$ cat config.mk
export PLATFORM = sky130hd
export DESIGN_NAME = circuito_uc_balanca
export DESIGN_NICKNAME = d
export VERILOG_FILES = /design/src/rtl/circuito_uc_balanca.sv
export SDC_FILE = /design/constraint.sdc
export NUM_CORES = 1
export LEC_CHECK = 0
export ABC_CLOCK_PERIOD_IN_PS = 3700
export BUFFER_PORTS_ARGS = -buffer_cell sky130_fd_sc_hd__buf_2
export CORE_MARGIN = 4
export CORE_UTILIZATION = 30
export CTS_CLUSTER_SIZE = 8
export DETAILED_ROUTE_END_ITERATION = 16
export PLACE_DENSITY_LB_ADDON = 0.2
export SYNTH_ARGS = -nofsm -noshare
export SYNTH_HDL_FRONTEND = slang
export SYNTH_SLANG_ARGS = --single-unit
$ cat constraint.sdc
create_clock -name clock -period 3.7 [get_ports clock]
set_input_delay 0.74 -clock clock [delete_from_list [all_inputs] [get_ports clock]]
set_output_delay 0.74 -clock clock [all_outputs]
set_load 0.05 [all_outputs]
$ cat src/rtl/circuito_uc_balanca.sv
// Control unit for the scale/servo datapath: on a '#' command it evaluates the weight window
// and, if accepted, sweeps the servo gate out and back one step per interval tick.
module circuito_uc_balanca #(
    parameter int MAX_PASSOS = 14,
    parameter int N_PASSOS   = 4
) (
    input  logic       clock,
    input  logic       reset,
    input  logic       comando,
    input  logic       pesoMaxIgualZero,
    input  logic       perteceAoIntervalo,
    input  logic       fimContadorIntervalo,
    input  logic       inicioPosicao,
    input  logic       fimPosicao,
    output logic       zeraUpdown,
    output logic       contaUpdown,
    output logic       zeraIntervalo,
    output logic       contaIntervalo,
    output logic       pronto,
    output logic       aceito,
    output logic       rejeitado,
    output logic       nao_configurado,
    output logic       erro,
    output logic [3:0] db_estado
);

    typedef enum logic [3:0] {
        INICIAL  = 4'd0,
        ESPERA   = 4'd1,
        AVALIA   = 4'd2,
        REJEITA  = 4'd3,
        NAO_CFG  = 4'd4,
        PASSO    = 4'd5,
        AGUARDA  = 4'd6,
        VERIFICA = 4'd7,
        FIM      = 4'd8,
        ERRO     = 4'd9
    } estado_t;

    localparam logic [N_PASSOS-1:0] MAX_P = N_PASSOS'(MAX_PASSOS);

    estado_t               estado_q, estado_d;
    logic [N_PASSOS-1:0]   passos_q;
    logic                  comando_q;
    logic                  cmd_ev;
    logic [8:0]            saidas_q;

    // fimPosicao carries no sequencing meaning; it is kept only for datapath debug.
    logic unused_fim_posicao;
    assign unused_fim_posicao = fimPosicao;

    assign cmd_ev = comando & ~comando_q;

    // Output vector order: zeraUpdown, contaUpdown, zeraIntervalo, contaIntervalo,
    // pronto, aceito, rejeitado, nao_configurado, erro.
    function automatic logic [8:0] decodifica(input estado_t e);
        case (e)
            INICIAL:  decodifica = 9'b101000000;
            ESPERA:   decodifica = 9'b000010000;
            REJEITA:  decodifica = 9'b000000100;
            NAO_CFG:  decodifica = 9'b000000010;
            PASSO:    decodifica = 9'b011000000;
            AGUARDA:  decodifica = 9'b000100000;
            FIM:      decodifica = 9'b101001000;
            ERRO:     decodifica = 9'b100000001;
            default:  decodifica = 9'b000000000;
        endcase
    endfunction

    always_comb begin
        estado_d = estado_q;
        case (estado_q)
            INICIAL:  estado_d = ESPERA;
            ESPERA:   estado_d = cmd_ev ? AVALIA : ESPERA;
            AVALIA: begin
                if (pesoMaxIgualZero)        estado_d = NAO_CFG;
                else if (perteceAoIntervalo) estado_d = PASSO;
                else                         estado_d = REJEITA;
            end
            REJEITA:  estado_d = ESPERA;
            NAO_CFG:  estado_d = ESPERA;
            PASSO:    estado_d = AGUARDA;
            AGUARDA:  estado_d = fimContadorIntervalo ? VERIFICA : AGUARDA;
            // Return to position 0 wins over the watchdog on the last allowed step.
            VERIFICA: begin
                if (inicioPosicao)          estado_d = FIM;
                else if (passos_q == MAX_P) estado_d = ERRO;
                else                        estado_d = PASSO;
            end
            FIM:      estado_d = ESPERA;
            ERRO:     estado_d = ERRO;
            default:  estado_d = INICIAL;
        endcase
    end

    // Outputs are loaded from the decode of the next state so they line up with estado_q.
    always_ff @(posedge clock) begin
        if (reset) begin
            estado_q  <= INICIAL;
            passos_q  <= '0;
            comando_q <= 1'b0;
            saidas_q  <= decodifica(INICIAL);
        end else begin
            estado_q  <= estado_d;
            comando_q <= comando;
            saidas_q  <= decodifica(estado_d);
            case (estado_q)
                INICIAL, FIM: passos_q <= '0;
                PASSO:        passos_q <= passos_q + 1'b1;
                default:      passos_q <= passos_q;
            endcase
        end
    end

    assign {zeraUpdown, contaUpdown, zeraIntervalo, contaIntervalo,
            pronto, aceito, rejeitado, nao_configurado, erro} = saidas_q;
    assign db_estado = estado_q;

endmodule

==> summary.txt, run 1 <==
number of buffers added to fix hold violations after cts: 0
largest buffer count on any clock path: 2
Cell Area, Synth: 787 sq um
Critical Path Start Type: register
area leader, netlist: sky130_fd_sc_hd__dfxtp_1
critical path depth: 1
final routed wirelength across all metal layers: 1510 microns
Final Non-Filler Cells: 132
top cell type's share of synthesized area: 45.8%
outcome: completed
WL/cell: 11.4 microns
Hold Vio Cnt, Final: 0
total setup violations reported at the end of the flow: 0
Setup Buffers After CTS: 0
reg2reg path depth: 7
H-Tree Depth: 1
number of instances in the synthesized netlist: 82
number of inserted diodes: 0
largest fanout on the critical path: 13
combined buffer and inverter count along the critical path: 1
post-layout net count: 113
fraction of layout instances using a drive strength above 1: 29.4%
number of CTS-inserted buffers: 3
minimum setup slack in the final design: 1.77 ns
Mapped Nets: 92
post-route DRC violation count: 0
most numerous cell in the Yosys netlist: sky130_fd_sc_hd__dfxtp_1
Sum Neg Setup Slack: 0 ns
Worst Clk Skew: 0.00107 ns
capturing element type of the critical path: primary output
cell types occupying the most area after synthesis: sky130_fd_sc_hd__dfxtp_1, sky130_fd_sc_hd__nor2_1, sky130_fd_sc_hd__ha_1, sky130_fd_sc_hd__nor2b_1, sky130_fd_sc_hd__nor3_1
row count: 18
# placed instances: 128
sequential area share after synthesis: 45.8%
detailed-router iteration count before antenna repair: 3
vertical die dimension: 59.2 microns
vias per std cell: 4.72
CTS-repair resized insts: 0
Critical Path RT: 2.96 ns
CTS clk-pin slew, worst paths: 0.10 ns
commonest cells in the synthesized netlist: sky130_fd_sc_hd__dfxtp_1, sky130_fd_sc_hd__nor2_1, sky130_fd_sc_hd__nor3_1
number of synthesized flops with an enable pin: 0
clock insertion delay at the later pin of the skew report: 0.28 ns
Port Buffer Count: 19
area of the core: 2500 sq um
CTS tree: yes
Clock Sinks: 18
Die X: 59.2 microns
setup repair after global routing missed its margin: false
Pwr Density: 416 nW/um^2
count of cell types in the netlist: 35
path type of the worst min-delay path: register to register
worst supply voltage drop on vdd: 0.159 mV
proportion of register bits with asynchronous set or reset after synthesis: 0%
half-perimeter wire length after placement: 1090 microns
transition at the pin with the smallest max-transition slack: 0.600 ns
placement-stage worst setup slack: 1.77 ns
leakage component of the power: 0.000393 uW
Worst slew margin: 60.0%
maximum achievable frequency: 0.518 GHz
gr ovfl total: 0
longest individual stage delay on the worst path: 0.57 ns
total via count in the routed design: 623
drt initial violations: 25
kind of critical path: register to primary output
area added between synthesis and finish: 18.4%
final number of max-transition violations: 0
crit-path cells: buf_2
global-route wire length before repair: 2500 microns
Top Family by Delay on Critical Path: flip-flops
dominant register cell in the synthesized netlist: sky130_fd_sc_hd__dfxtp_1
mean cell area of the mapped netlist: 9.60 sq um
reported max-cap violation count: 0
initial antenna violation count: 0
part of the cycle the worst path needs: 52.2%
initial cell density of the core: 31.5%
count of state elements after synthesis: 18
die outline area: 3510 sq um
WP data arrival: 1.19 ns
final worst path period need: 1.93 ns
last weighted congestion value of the routability-driven placer: 0.665
number of cells on the worst hold path: 2
number of top-level design ports: 21
via count of the first global-routing pass: 586
number of antenna-violating nets in the routed design: 0
total routing usage reported by global routing: 9.39%
library cell contributing the largest single delay on the critical path: sky130_fd_sc_hd__dfxtp_1
worst hold slack after final layout: 0.519 ns
synthesis warning total: 0
pin count of the biggest net entering global routing: 14
CTS root buf: sky130_fd_sc_hd__clkbuf_4
PnR Total Power: 388 uW
## power breakdown
part / switching [uW] / leakage (uW) / internal (uW)
clock network: 60.2 / 0.0000210 / 59.8
registers: 5.91 / 0.000147 / 201
logic: 42.8 / 0.000225 / 18.7
total: 109 / 0.000393 / 279
## state kept, by name, summed over array words and instances (netlist names)
name,flops
saidas_q,9
db_estado,4
passos_q,4
comando_q,1
## stage by stage
step	utilization [%]	area, sq um
finish	37.3	932
global route	37.3	932
CTS	37.3	932
detailed placement	35.8	896
global placement	35.8	896
floorplan	-	787
## cell families after synthesis
group                      Yosys count  share of synthesized area (%)
buffers and inverters                7                           4.93
adders and majority gates            2                           3.18
xor gates and xnor gates             2                           2.23
and+or+nand+nor                     37                           28.3
AOI/OAI and AO/OA                   16                           15.6
DFF                                 18                           45.8
## layout make-up
class	instances	area, sq um
repair buffers	19	95.1
multi-input cells	57	388
inverters	4	15.0
flip-flops and latches	18	360
well taps	30	37.5
clock buffers	4	36.3
fillers	263	1570
## final timing paths
path	slack, ns	start	endpoint
setup / recovery	1.77	db_estado[2]	db_estado[2]
hold / removal	0.52	passos_q[3]	passos_q[3]
hold reg to reg	0.52	passos_q[3]	passos_q[3]
setup reg to reg	1.94	passos_q[0]	saidas_q[2]
## routing by layer
layer / GRT usage (%) / part of all wire, % / vias to the layer above
met5: 0 / 0 / -
met4: 3.88 / 1.3 / 0
met3: 1.96 / 4.6 / 2
met2: 14.2 / 45 / 9
met1: 12.9 / 49 / 286
li1: - / - / 326
## cells in the final DEF, fill, tap and decap left out, types with 3 or more instances in the layout
cell type / count
sky130_fd_sc_hd__buf_2: 19
sky130_fd_sc_hd__nor3_1: 5
sky130_fd_sc_hd__nor3b_1: 3
sky130_fd_sc_hd__dfxtp_1: 18
sky130_fd_sc_hd__inv_1: 3
sky130_fd_sc_hd__nand2_1: 3
sky130_fd_sc_hd__nor2b_1: 4
sky130_fd_sc_hd__nor2_1: 9
sky130_fd_sc_hd__clkbuf_4: 3
sky130_fd_sc_hd__a21oi_1: 4
Note: power is estimated with default switching activity, not from simulation.
==> run 2: changes to the inputs <==
Settings changed: ABC_CLOCK_PERIOD_IN_PS 3700 to 1900.
Clock period 3.7 ns to 1.9 ns, I/O delays scaled along.
==> run 2 against run 1 <==
  * Wire length down 1.6%
  * Global-route usage increased by 0.29 points
  * Worst setup slack worse by 1.5 ns
  * Core utilization up 0.60 points
  * Final area increased by 1.6%
  * Non-clock buffer count is 2 higher
  * Clock power up 89%
  * Sequential share of layout area is 0.61 points lower
  * Sequential cell count is the same
  * Cell count is 1.5% higher
  * Worst hold slack worse by 0.20 ns
  * Die area unchanged
  * Critical path type is now register to register
  * Critical endpoint is now saidas_q[6]
  * Largest cell class unchanged
  * Highest routed layer unchanged
==> summary.txt, run 2 (synthesis gave the netlist of run 1 again) <==
Port Buffer Count: 19
Crit. Startpoint: passos_q[0]
initial cell density of the core: 31.5%
Pwr Density: 792 nW/um^2
CTS root buf: sky130_fd_sc_hd__clkbuf_4
capturing element type of the critical path: register
area added between synthesis and finish: 20.3%
H-Tree Depth: 1
number of cells on the worst hold path: 2
register ranked first by flip-flop count: saidas_q
half-perimeter wire length after placement: 1090 microns
CTS-repair resized insts: 0
number of top-level design ports: 21
global-route wire length before repair: 2530 microns
maximum achievable frequency: 0.598 GHz
total via count in the routed design: 627
pin count of the biggest net entering global routing: 14
Critical Path RT: 2.08 ns
gr ovfl total: 0
CTS clk-pin slew, worst paths: 0.10 ns
die outline area: 3510 sq um
Storage cell area: 360 sq um
total setup violations reported at the end of the flow: 0
transition at the pin with the smallest max-transition slack: 0.415 ns
post-route DRC violation count: 0
launch point of the worst hold path: comando
leakage component of the power: 0.000403 uW
worst hold slack after final layout: 0.318 ns
Sum Neg Setup Slack: 0 ns
final worst path period need: 1.67 ns
Largest register FFs: 9
final number of max-transition violations: 0
Die X: 59.2 microns
number of inserted diodes: 0
post-layout net count: 115
drt initial violations: 13
library cell contributing the largest single delay on the critical path: sky130_fd_sc_hd__dfxtp_1
# placed instances: 130
area of the multi-input gates: 388 sq um
Critical Path Start Type: register
Clock Sinks: 18
longest individual stage delay on the worst path: 0.37 ns
Worst Clk Skew: 0.00190 ns
outcome: completed
reg2reg start: passos_q[0]
largest buffer count on any clock path: 2
WP data arrival: 1.85 ns
Worst slew margin: 72.1%
crit-path cells: inv_1, ha_1, a31oi_1, o211ai_1, a21oi_4, xor2_1, o21ai_1
PnR Total Power: 750 uW
WL/cell: 11.1 microns
number of buffers added to fix hold violations after cts: 0
Final Non-Filler Cells: 134
worst supply voltage drop on vdd: 0.381 mV
clock insertion delay at the later pin of the skew report: 0.28 ns
setup repair after global routing missed its margin: false
reported max-cap violation count: 0
last weighted congestion value of the routability-driven placer: 0.686
number of antenna-violating nets in the routed design: 0
kind of critical path: register to register
vertical die dimension: 59.2 microns
number of CTS-inserted buffers: 3
path type of the worst min-delay path: input port to register
fraction of the core area covered by cells at the end of the flow: 37.9%
Filler Cell Count: 263
part of the cycle the worst path needs: 88.1%
fraction of layout instances using a drive strength above 1: 30.8%
CTS tree: yes
Hold Vio Cnt, Final: 0
highest-count cells in the layout ignoring fill and taps: sky130_fd_sc_hd__buf_2, sky130_fd_sc_hd__dfxtp_1, sky130_fd_sc_hd__nor2_1
reg2reg path depth: 7
Setup Buffers After CTS: 0
vias per std cell: 4.68
most frequent standard cell in the layout excluding fill and tap cells: sky130_fd_sc_hd__buf_2
row count: 18
initial antenna violation count: 0
area of the core: 2500 sq um
detailed-router iteration count before antenna repair: 4
final routed wirelength across all metal layers: 1490 microns
via count of the first global-routing pass: 572
total routing usage reported by global routing: 9.68%
largest fanout on the critical path: 8
-- run 2: power breakdown --
part           internal [uW]  switching (uW)
Clock                    117             110
Combinational           38.4            82.8
Sequential               391            11.3
Total                    546             204
-- run 2: cell type report --
| class | instances | share of cell area (%) |
|---|---|---|
| clock buffer | 4 | 3.83 |
| sequential | 18 | 38.0 |
| timing repair buffer | 21 | 11.6 |
| multi-input combinational | 57 | 41.0 |
| inverter | 4 | 1.59 |
| tap | 30 | 3.96 |
-- run 2: worst paths after layout --
path | to | slack, ns
max | saidas_q[6] | 0.23
min | comando_q | 0.32
max reg2reg | saidas_q[6] | 0.23
min reg2reg | passos_q[3] | 0.51
-- run 2: layer usage --
layer | vias up | routed length [microns] | track usage, %
li1 | 332 | - | -
met1 | 280 | 719 | 13.1
met2 | 11 | 644 | 14.0
met3 | 4 | 79 | 1.96
met4 | 0 | 43 | 5.83
met5 | - | 0 | 0
-- run 2: critical path: cells and delay by family (launching register included) --
family / cells / cell delay, ns
buffers and inverters: 1 / 0.08
adders and majority gates: 1 / 0.20
xor gates and xnor gates: 1 / 0.17
DFF: 1 / 0.37
AOI/OAI and AO/OA: 4 / 0.75
-- run 2: stage by stage --
| step | area [sq um] | worst slack, ns |
|---|---|---|
| 5_1_grt | 947 | 0.0970 |
| 3_5_place_dp | 911 | 0.238 |
| 2_1_floorplan | 787 | 0.159 |
| 4_1_cts | 947 | 0.216 |
| 6_report | 947 | 0.227 |
| 3_3_place_gp | 911 | 0.256 |
==> run 3: changes to the inputs <==
Settings changed: ABC_CLOCK_PERIOD_IN_PS 1900 to 1700, REMOVE_ABC_BUFFERS set to 1.
Clock period 1.9 ns to 1.7 ns, I/O delays scaled along.
==> run 3 against run 2 <==
  * Register-to-register slack lost 0.08 ns
  * Fmax grew 7.7%
  * Clock skew about the same
  * Global-route usage increased by 0.62 points
  * Combinational power up 14%
  * Worst setup slack got worse by 0.080 ns
  * Die area is the same
  * Count of clock-buffer cells in the layout down 1
  * First-iteration DRC count rose by 85%
  * Sequential share of layout area decreased by 0.22 points
  * Core utilization rose by 0.35 points
==> summary.txt, run 3 (synthesis gave the netlist of run 1 again) <==
transition at the pin with the smallest max-transition slack: 0.460 ns
number of antenna-violating nets in the routed design: 0
Port Buffer Count: 19
library cell contributing the largest single delay on the critical path: sky130_fd_sc_hd__dfxtp_1
number of inserted diodes: 0
clock insertion delay at the later pin of the skew report: 0.28 ns
last weighted congestion value of the routability-driven placer: 0.703
final number of max-transition violations: 0
cell-internal power: 563 uW
area post-placement: 926 sq um
pin count of the biggest net entering global routing: 11
drt initial violations: 24
vias per std cell: 4.69
crit-path cells: nor3_1, or3_4, a21oi_4, xor2_1, o21ai_1
sequential share of power: 56.9%
capturing element type of the critical path: register
gr ovfl total: 0
area added between synthesis and finish: 21.5%
setup repair after global routing missed its margin: false
initial cell density of the core: 31.5%
part of the cycle the worst path needs: 91.4%
Worst Clk Skew: 0.00228 ns
most frequent standard cell in the layout excluding fill and tap cells: sky130_fd_sc_hd__buf_2
global-route wire length before repair: 2760 microns
kind of critical path: register to register
number of CTS-inserted buffers: 3
# placed instances: 132
outcome: completed
path type of the worst min-delay path: input port to register
PnR Total Power: 788 uW
detailed-router iteration count before antenna repair: 4
CTS clk-pin slew, worst paths: 0.10 ns
Clock Sinks: 18
reported max-cap violation count: 0
Pwr Density: 825 nW/um^2
die outline area: 3510 sq um
final worst path period need: 1.55 ns
register ranked first by flip-flop count: saidas_q
Setup Buffers After CTS: 0
worst supply voltage drop on vdd: 0.288 mV
power spent charging and discharging nets: 226 uW
CTS root buf: sky130_fd_sc_hd__clkbuf_4
maximum achievable frequency: 0.644 GHz
fraction of layout instances using a drive strength above 1: 33.3%
via count of the first global-routing pass: 632
largest buffer count on any clock path: 2
Finished Cell Area: 956 sq um
row count: 18
largest fanout on the critical path: 10
total routing usage reported by global routing: 10.3%
CTS tree: yes
final routed wirelength across all metal layers: 1520 microns
WP data arrival: 1.73 ns
number of buffers added to fix hold violations after cts: 0
switching power share of the total: 28.6%
post-route DRC violation count: 0
Hold Vio Cnt, Final: 0
total via count in the routed design: 633
CTS-repair resized insts: 0
vertical die dimension: 59.2 microns
highest-count cells in the layout ignoring fill and taps: sky130_fd_sc_hd__buf_2, sky130_fd_sc_hd__dfxtp_1, sky130_fd_sc_hd__nor2_1
Die X: 59.2 microns
Final Non-Filler Cells: 135
WL/cell: 11.3 microns
total setup violations reported at the end of the flow: 0
initial antenna violation count: 0
post-layout net count: 117
number of top-level design ports: 21
Worst slew margin: 69.1%
area of the core: 2500 sq um
portion of total power attributed to combinational logic: 17.5%
half-perimeter wire length after placement: 1130 microns
Critical Path RT: 1.87 ns
H-Tree Depth: 1
leakage component of the power: 0.000407 uW
Critical Path Start Type: register
share of power burned in the clock network: 25.6%
Largest register FFs: 9
longest individual stage delay on the worst path: 0.52 ns
run 3: area by class of cell:
| class | instances | area, sq um |
|---|---|---|
| Fill cell | 254 | 1540 |
| Clock buffer | 3 | 22.5 |
| Inverter | 4 | 15.0 |
| Sequential cell | 18 | 362 |
| Multi-Input combinational cell | 57 | 394 |
| Timing Repair Buffer | 23 | 125 |
| Tap cell | 30 | 37.5 |
run 3: routing by layer:
metal	global-route usage [%]	up-vias	wire length, microns
met5	0	-	0
met4	5.83	0	21
met3	2.83	2	80
met2	15.1	10	656
met1	13.4	288	760
li1	-	333	-
run 3: path summary, 6_finish.rpt:
path / endpoint / cells past startpoint / startpoint / slack (ns)
max reg2reg: saidas_q[6] / 5 / db_estado[2] / 0.15
max: saidas_q[6] / 5 / db_estado[2] / 0.15
min: comando_q / 2 / comando / 0.29
min reg2reg: passos_q[3] / 2 / passos_q[3] / 0.51
run 3: per-stage QoR:
step / setup slack [ns] / TNS [ns] / utilization, % / hold slack (ns)
after CTS: 0.0552 / 0 / 37.9 / 0.286
after global placement: 0.0715 / 0 / 37.0 / 0.484
after global routing: 0.00374 / 0 / 38.2 / 0.314
after detailed placement: 0.0650 / 0 / 37.0 / 0.487
after floorplan: -0.0637 / -0.0982 / - / 0.409
final: 0.147 / 0 / 38.2 / 0.293
run 3: power groups by stage:
stage | Clock, uW | Combinational [uW] | Sequential, uW
after CTS | 213 | 139 | 449
final | 202 | 138 | 449
after floorplan | 0 | 51.0 | 507
after global placement | 0 | 137 | 459
after detailed placement | 0 | 139 | 459
after global routing | 230 | 152 | 453
run 3: critical path: cells and delay by family (launching register included):
family,cells,cell delay (ns)
flops,1,0.52
simple gates,2,0.44
compound gates,2,0.32
xor+xnor,1,0.17
